==> config.mk <==
export PLATFORM = sky130hd
export DESIGN_NAME = router_out_arbiter
export DESIGN_NICKNAME = d
export VERILOG_FILES = /design/src/rtl/router_out_arbiter.sv
export SDC_FILE = /design/constraint.sdc
export NUM_CORES = 1
export LEC_CHECK = 0
export BUFFER_PORTS_ARGS = -buffer_cell sky130_fd_sc_hd__buf_2
export CORE_ASPECT_RATIO = 1.5
export CORE_MARGIN = 8
export CORE_UTILIZATION = 53
export CTS_BUF_LIST = sky130_fd_sc_hd__clkbuf_8
export DETAILED_ROUTE_END_ITERATION = 10
export GPL_TIMING_DRIVEN = 0
export HOLD_SLACK_MARGIN = 0.05
export PLACE_DENSITY = 0.92
export SLEW_MARGIN = 20
export SYNTH_ARGS = -nofsm -noshare
export SYNTH_HDL_FRONTEND = slang
export SYNTH_SLANG_ARGS = --single-unit
==> constraint.sdc <==
create_clock -name clock -period 2.53 [get_ports clock]
set_input_delay 0.506 -clock clock [delete_from_list [all_inputs] [get_ports clock]]
set_output_delay 0.506 -clock clock [all_outputs]
set_load 0.03 [all_outputs]
==> src/rtl/router_out_arbiter.sv <==
// Packet-granular round-robin scheduler draining three router output FIFOs onto one link.
// A grant is held for header, payload and parity; a stalled grant is flushed after a timeout.
module router_out_arbiter #(
    parameter int DATA_W  = 8,
    parameter int TIMEOUT = 30,
    parameter int TMR_W   = 5
) (
    input  logic              clock,
    input  logic              reset,
    input  logic              fifo_empty_0,
    input  logic              fifo_empty_1,
    input  logic              fifo_empty_2,
    input  logic [DATA_W-1:0] dout_0,
    input  logic [DATA_W-1:0] dout_1,
    input  logic [DATA_W-1:0] dout_2,
    input  logic              out_ready,
    output logic              read_enb_0,
    output logic              read_enb_1,
    output logic              read_enb_2,
    output logic [DATA_W-1:0] data_out,
    output logic              vld_out,
    output logic              soft_reset_0,
    output logic              soft_reset_1,
    output logic              soft_reset_2,
    output logic [1:0]        grant,
    output logic              busy
);

    localparam int CNT_W = DATA_W - 1;

    typedef enum logic [1:0] {
        IDLE,
        SEND_HDR,
        SEND_BODY
    } state_t;

    state_t             state;
    state_t             state_next;
    logic [1:0]         rr_ptr;
    logic [1:0]         rr_next;
    logic [1:0]         grant_next;
    logic [CNT_W-1:0]   remaining;
    logic [CNT_W-1:0]   remaining_next;
    logic [TMR_W-1:0]   timer;
    logic [TMR_W-1:0]   timer_next;
    logic [2:0]         soft_reset;
    logic [2:0]         soft_reset_next;

    logic [2:0]         empty_vec;
    logic               grant_empty;
    logic [DATA_W-1:0]  head_word;
    logic               xfer;
    logic [1:0]         pick;
    logic               pick_valid;
    logic [1:0]         cand_a;
    logic [1:0]         cand_b;
    logic [1:0]         cand_c;

    assign empty_vec = {fifo_empty_2, fifo_empty_1, fifo_empty_0};

    always_ff @(posedge clock) begin
        if (reset) begin
            state      <= IDLE;
            grant      <= 2'b11;
            rr_ptr     <= 2'd2;
            remaining  <= '0;
            timer      <= '0;
            soft_reset <= '0;
        end else begin
            state      <= state_next;
            grant      <= grant_next;
            rr_ptr     <= rr_next;
            remaining  <= remaining_next;
            timer      <= timer_next;
            soft_reset <= soft_reset_next;
        end
    end

    // Search order starts just after the last served port so it becomes lowest priority.
    always_comb begin
        case (rr_ptr)
            2'd0:    begin cand_a = 2'd1; cand_b = 2'd2; cand_c = 2'd0; end
            2'd1:    begin cand_a = 2'd2; cand_b = 2'd0; cand_c = 2'd1; end
            default: begin cand_a = 2'd0; cand_b = 2'd1; cand_c = 2'd2; end
        endcase
        pick       = 2'b11;
        pick_valid = 1'b0;
        if (!empty_vec[cand_a]) begin
            pick       = cand_a;
            pick_valid = 1'b1;
        end else if (!empty_vec[cand_b]) begin
            pick       = cand_b;
            pick_valid = 1'b1;
        end else if (!empty_vec[cand_c]) begin
            pick       = cand_c;
            pick_valid = 1'b1;
        end
    end

    always_comb begin
        state_next      = state;
        grant_next      = grant;
        rr_next         = rr_ptr;
        remaining_next  = remaining;
        timer_next      = timer;
        soft_reset_next = '0;
        case (state)
            IDLE: begin
                timer_next = '0;
                if (pick_valid) begin
                    grant_next = pick;
                    state_next = SEND_HDR;
                end
            end
            SEND_HDR, SEND_BODY: begin
                if (xfer) begin
                    timer_next = '0;
                    if (state == SEND_HDR) begin
                        // Header length counts payload only; the extra one covers the parity byte.
                        remaining_next = {1'b0, head_word[DATA_W-1:2]} + CNT_W'(1);
                        state_next     = SEND_BODY;
                    end else begin
                        remaining_next = remaining - CNT_W'(1);
                        if (remaining == CNT_W'(1)) begin
                            state_next = IDLE;
                            rr_next    = grant;
                            grant_next = 2'b11;
                        end
                    end
                end else if (timer == TMR_W'(TIMEOUT - 1)) begin
                    soft_reset_next[grant] = 1'b1;
                    state_next             = IDLE;
                    rr_next                = grant;
                    grant_next             = 2'b11;
                    timer_next             = '0;
                end else begin
                    timer_next = timer + TMR_W'(1);
                end
            end
            default: begin
                state_next = IDLE;
                grant_next = 2'b11;
            end
        endcase
    end

    // Show-ahead FIFOs let the granted head word leave in the same cycle it is popped.
    always_comb begin
        grant_empty = 1'b1;
        head_word   = '0;
        case (grant)
            2'd0:    begin grant_empty = fifo_empty_0; head_word = dout_0; end
            2'd1:    begin grant_empty = fifo_empty_1; head_word = dout_1; end
            2'd2:    begin grant_empty = fifo_empty_2; head_word = dout_2; end
            default: begin grant_empty = 1'b1;         head_word = '0;     end
        endcase
        busy         = (state != IDLE);
        vld_out      = busy && !grant_empty;
        xfer         = vld_out && out_ready;
        read_enb_0   = xfer && (grant == 2'd0);
        read_enb_1   = xfer && (grant == 2'd1);
        read_enb_2   = xfer && (grant == 2'd2);
        data_out     = busy ? head_word : '0;
        soft_reset_0 = soft_reset[0];
        soft_reset_1 = soft_reset[1];
        soft_reset_2 = soft_reset[2];
    end

endmodule

# Yosys cells after proc, flatten, opt, wreduce, memory -nomap -nowiden
# Cells that the tools add are included.
[word_totals]
reg_bits = 21
inputBits = 30
out_inout_bits = 18
elab_cells = 89
[op_classes]
addsub = 3
n_lt_le_gt_ge = 5
n_eq_ne = 14
muxes = 40
bitwise = 2
n_reduce_logical = 19
[ops]
columns = ["operator", "n"]
rows = [
  ["2-bit 2-to-1 mux", 17],
  ["8-bit one-hot mux with 3 select lines", 1],
  ["2-bit one-hot mux with 2 select lines", 5],
  ["2-bit by 3-bit < comparator with 1-bit output, second input constant", 4],
  ["5-bit 2-to-1 mux", 2],
  ["5-bit one-hot mux with 2 select lines", 1],
  ["3-bit inequality test, second input constant", 3],
  ["8-bit 2-to-1 mux", 1],
  ["4-bit AND reduction", 2],
  ["6-bit by 1-bit adder with 7-bit output, second input constant", 1],
  ["7-bit by 1-bit == test with 1-bit output, second input constant", 1],
  ["1-bit 2-to-1 mux", 7],
  ["7-bit 2-to-1 mux", 1],
  ["7-bit by 1-bit subtractor with 7-bit output, second input constant", 1],
  ["1-bit binary-select mux with 2-bit select", 3],
  ["2-bit by 1-bit == test with 1-bit output, second input constant", 3],
  ["1-bit logical AND", 6],
  ["2-bit zero test", 3],
  ["2-bit nonzero test", 3],
  ["5-bit by 1-bit adder with 5-bit output, second input constant", 1],
  ["5-bit == test, second input constant", 1],
  ["2-bit == test, second input constant", 2],
  ["2-bit inequality test, second input constant", 2],
  ["4-bit inequality test, second input constant", 1],
  ["10 further kinds", 11],
]

# Depth between registers and ports, before layout
[logic_depth]
depth_word = 9
ltp_mapped = 10
ltp_nobuf = 8

# Least setup slack after synthesis
# Ideal clock, no wire load.
[synth_timing]
kind = "register -> output"
startpoint = "register state[0]"
endpoint = "output port read_enb_2"
arrival_ps = 1926
t_required_ps = 2024
slack_ps = 98
stages_incl_launch_ff = 5
path_buffers = 0
cell_sequence = "dfxtp_1 inv_1 ha_1 nand2b_1 nor4b_1"
[synth_between]
elab_chain_len = 4
[synth_rtl]
columns = ["item", "line", "source"]
rows = [
  ["from (decl)", "37", "state_t state;"],
  ["from (signal assigned)", "70", "state <= state_next;"],
  ["2-bit nonzero test", "157", "busy = (state != IDLE);"],
  ["1-bit logical AND", "158", "vld_out = busy && !grant_empty;"],
  ["1-bit logical AND", "159", "xfer = vld_out && out_ready;"],
  ["1-bit logical AND", "162", "read_enb_2 = xfer && (grant == 2'd2);"],
  ["to (decl)", "19", "output logic read_enb_2,"],
]
# No other way between the ends.

# Final worst setup path
[layout_timing]
startpoint = "register state[0]"
endpoint = "output port read_enb_0"
[layout_between]
elab_chain_len = 4
[layout_rtl]
columns = ["item", "line", "source"]
rows = [
  ["2-bit nonzero test", "157", ""],
  ["1-bit logical AND", "158", ""],
  ["1-bit logical AND", "159", ""],
  ["1-bit logical AND", "160", "read_enb_0 = xfer && (grant == 2'd0);"],
  ["to (decl)", "17", "output logic read_enb_0,"],
]
# No other way between the ends.

==> key figures <==
Pwr
  – Combinational Power Share: 59.0%
  – Sw frac: 46.22%
  – Clk pwr share: 14.8%
  – Reg power frac: 26.2%
  – Sw power: just under 700 µW
  – Internal power: 807.8 µW
  – Peak VDD IR: 0.0005528 V
  – Pleak: 0.9130 nW
  – PwrDens: 767.0 mW/mm²

Clock network
  – CTS Root Cell: clkbuf_8
  – CTS sink count: 21
  – Number of H-tree levels: 1
  – Cts hold-fix bufs: 0
  – Clk slew on worst S/H paths: 0.08 ns
  – Setup bufs post-CTS: 0
  – Clock tree from TritonCTS: done
  – Clock buffer depth: 2
  – Clock buffers created by TritonCTS: 3
  – Post-cts resize count: 0
  – Clk_lat worst skew: approximately 0.26 ns

STA
  – Highest Clock Rate: 427.7 MHz
  – Skew final: roughly 0.0045 ns
  – Fin. Hold Viols: 0
  – Final worst-path cycle share: 92.42%
  – # setup viols final: 0
  – Setup TNS: 0 ns
  – Tmin final: 2.338 ns
  – RSZ-0062 raised after global routing: false
  – Slew HR: 64.37%
  – Slew Limit Fails: 0
  – Post-route setup slack: 0.1919 ns
  – Worst Max-Slew Pin Slew: 0.5345 ns

Logic synthesis
  – Async SR Flop Fraction: 0%
  – Area share of the leading cell type in the synthesized netlist: 25.87%
  – Post-synth top area cell: dfxtp_1
  – Seq cells post-synth: 21
  – Post-synthesis sequential area ratio: between 20 and 30%
  – Main synth FF type: dfxtp_1
  – Synth top area cells: dfxtp_1 26%, mux2i_1 9.2%, nor2_1 7.6%
  – EDFF count, synth: 0
  – Main combinational cell family by area after synthesis: simple AND/OR/NAND/NOR gates
  – Post-synthesis mux area share: approximately 10%
  – Ys Warns: 0
  – Synthesized area: 0.001625 mm²
  – Net count after synthesis: 240
  – Synth Area in XOR/XNOR: 3.233%
  – Cells after Synth: 201
  – Post-synthesis cell type count: 45
  – Synth Area in Simple Gates: a little over a quarter
  – Post-synthesis area per instance: 8.086 µm²
  – Synth Area in Compound Gates: 19.71%
  – Synth Area in Adders: 6.928%

Worst setup path
  – Crit path cell chain: inv_1 -> ha_1 -> nand2b_1 -> nor4_1 -> buf_2
  – Worst path slowest cell: dfxtp_1
  – CP max stage delay: ~0.4 ns
  – Worst EP arrival: 1.83 ns
  – Worst Setup Start Kind: flip-flop
  – Crit Path Max Fanout: 8
  – CP endpoint kind: output port
  – Crit path buffers/inverters: 2
  – Crit path required time: 2.02 ns
  – Delay-heaviest family, CP: simple AND/OR/NAND/NOR gates
  – Setup Crit Path Kind: reg -> out

Drt
  – Routed wire length per instance: 14.56 µm
  – Total wire length: 4.238 mm
  – Antenna Violating Nets Remaining: 0
  – DRC: 0
  – Vias post-DR: 1,671
  – Vias per cell: between 5 and 6
  – Detailed router's first-iteration violation count: 55
  – First-pass iteration count of the detailed router: 4

Floorplan
  – I/O Pins: 48
  – Site Rows: 24
  – Die Area: 0.005131 mm²
  – Initial Util: 55.80%
  – Horiz. Die Dim: 61.22 µm
  – Die Y-Extent: 83.83 µm
  – Core footprint: 0.002913 mm²

Final layout
  – Commonest non-fill, non-tap cell in the layout: buf_2
  – Ant diodes: 0
  – Area delta synth->final: 20.48%
  – Final Net Count: 292
  – Final Util: 67.23%
  – Most frequent cells in the layout: 50 x buf_2, 33 x nor2_1, 21 x dfxtp_1, 15 x inv_1, 15 x mux2i_1
  – Final Cell Area: 0.001958 mm²
  – Layout cells sized above 1: 25.40%

Placed design
  – Routability congestion estimate: 0.8701
  – Setup WS pre-CTS: 0.3465 ns
  – Post-DP HPWL: about 3.3 mm
  – Port bufs: 47
  – Post-DP Area: roughly 0.0019 mm²

Global routing
  – Largest net degree at the start of global routing: 13
  – Initial antenna violation count: 0
  – Global route overflow: 0
  – Number of global-route vias before repair: 1,702
  – Gr usage total: 17.31%
  – First-pass GRT wire length: between 7 and 8 mm

Status
  – Status: complete, no violations

Flow run
  – Max Cap Viol: 0

Worst hold path
  – Worst hold path type: reg -> reg
-- metrics by stage --
| step | power [mW] | std cells | hold slack [ns] |
|---|---|---|---|
| 2_1_floorplan | 1.069 | 201 | 0.4659 |
| 3_3_place_gp | 1.252 | 287 | 0.4799 |
| 3_5_place_dp | 1.274 | 287 | 0.4967 |
| 4_1_cts | 1.499 | 291 | 0.5084 |
| 5_1_grt | 1.612 | 291 | 0.5299 |
| 6_report | 1.502 | 291 | 0.5107 |
-- state kept, by name (all words and copies together) (netlist names) --
name	flops
soft_reset	3
grant	2
rr_ptr	2
state	2
timer	5
remaining	7
-- power by group through the flow --
| stage | Clock [mW] | Combinational, mW | Sequential, mW |
|---|---|---|---|
| 2_1_floorplan | 0 | 0.652 | 0.417 |
| 3_3_place_gp | 0 | 0.854 | 0.398 |
| 3_5_place_dp | 0 | 0.873 | 0.401 |
| 4_1_cts | 0.223 | 0.883 | 0.393 |
| 5_1_grt | 0.235 | 0.977 | 0.399 |
| 6_report | 0.222 | 0.887 | 0.393 |
-- Yosys cell counts, types with 3 or more instances --
cell       instances
o22ai_1            3
or3_1              3
inv_1             15
ha_1               9
a211oi_1           3
nand4_1            4
xor2_1             4
a21oi_1           11
mux2i_1           15
a2bb2oi_1          4
nor2b_1            4
a311oi_1           3
nand2_1            6
nand2b_1           7
nor2_1            33
clkbuf_1           4
buf_2              4
nand3_1            7
nor3_1             6
dfxtp_1           21
o21ai_0            3
-- path summary, 6_finish.rpt --
| path | endpoint | start | slack, ns | cells past startpoint |
|---|---|---|---|---|
| hold / removal | timer[1] | timer[1] | 0.51 | 2 |
| setup / recovery | read_enb_0 | state[0] | 0.19 | 5 |
| setup reg to reg | remaining[4] | grant[1] | 0.32 | 10 |
| hold reg to reg | timer[1] | timer[1] | 0.51 | 2 |
-- logic make-up after synthesis --
kind of cell	after synthesis
simple gates	83
xor+xnor	6
fa+ha+maj	9
compound gates	41
flops	21
buf+inv	25
mux	16
-- worst min-delay path: cells and delay by family (launching register included) --
| family | cells | cell delay (ns) |
|---|---|---|
| AOI/OAI and AO/OA | 1 | 0.05 |
| DFF | 1 | 0.34 |
| and+or+nand+nor | 1 | 0.07 |
-- area by class of cell --
class	instances	area, µm²
well taps	39	48.80
flip-flops and latches	21	420.4
fillers	239	954.7
clock buffers	3	41.29
inverters	15	56.30
multi-input cells	155	1091
plain buffers	10	57.56
clock inverters	1	5.005
repair buffers	47	237.7
-- routing by layer --
metal	share of wire [%]	track usage, %
met1	40	18.20
met2	51	29.64
met3	7.6	4.938
met4	1.6	7.889
met5	0	0
Note: power is estimated with default switching activity, not from simulation.
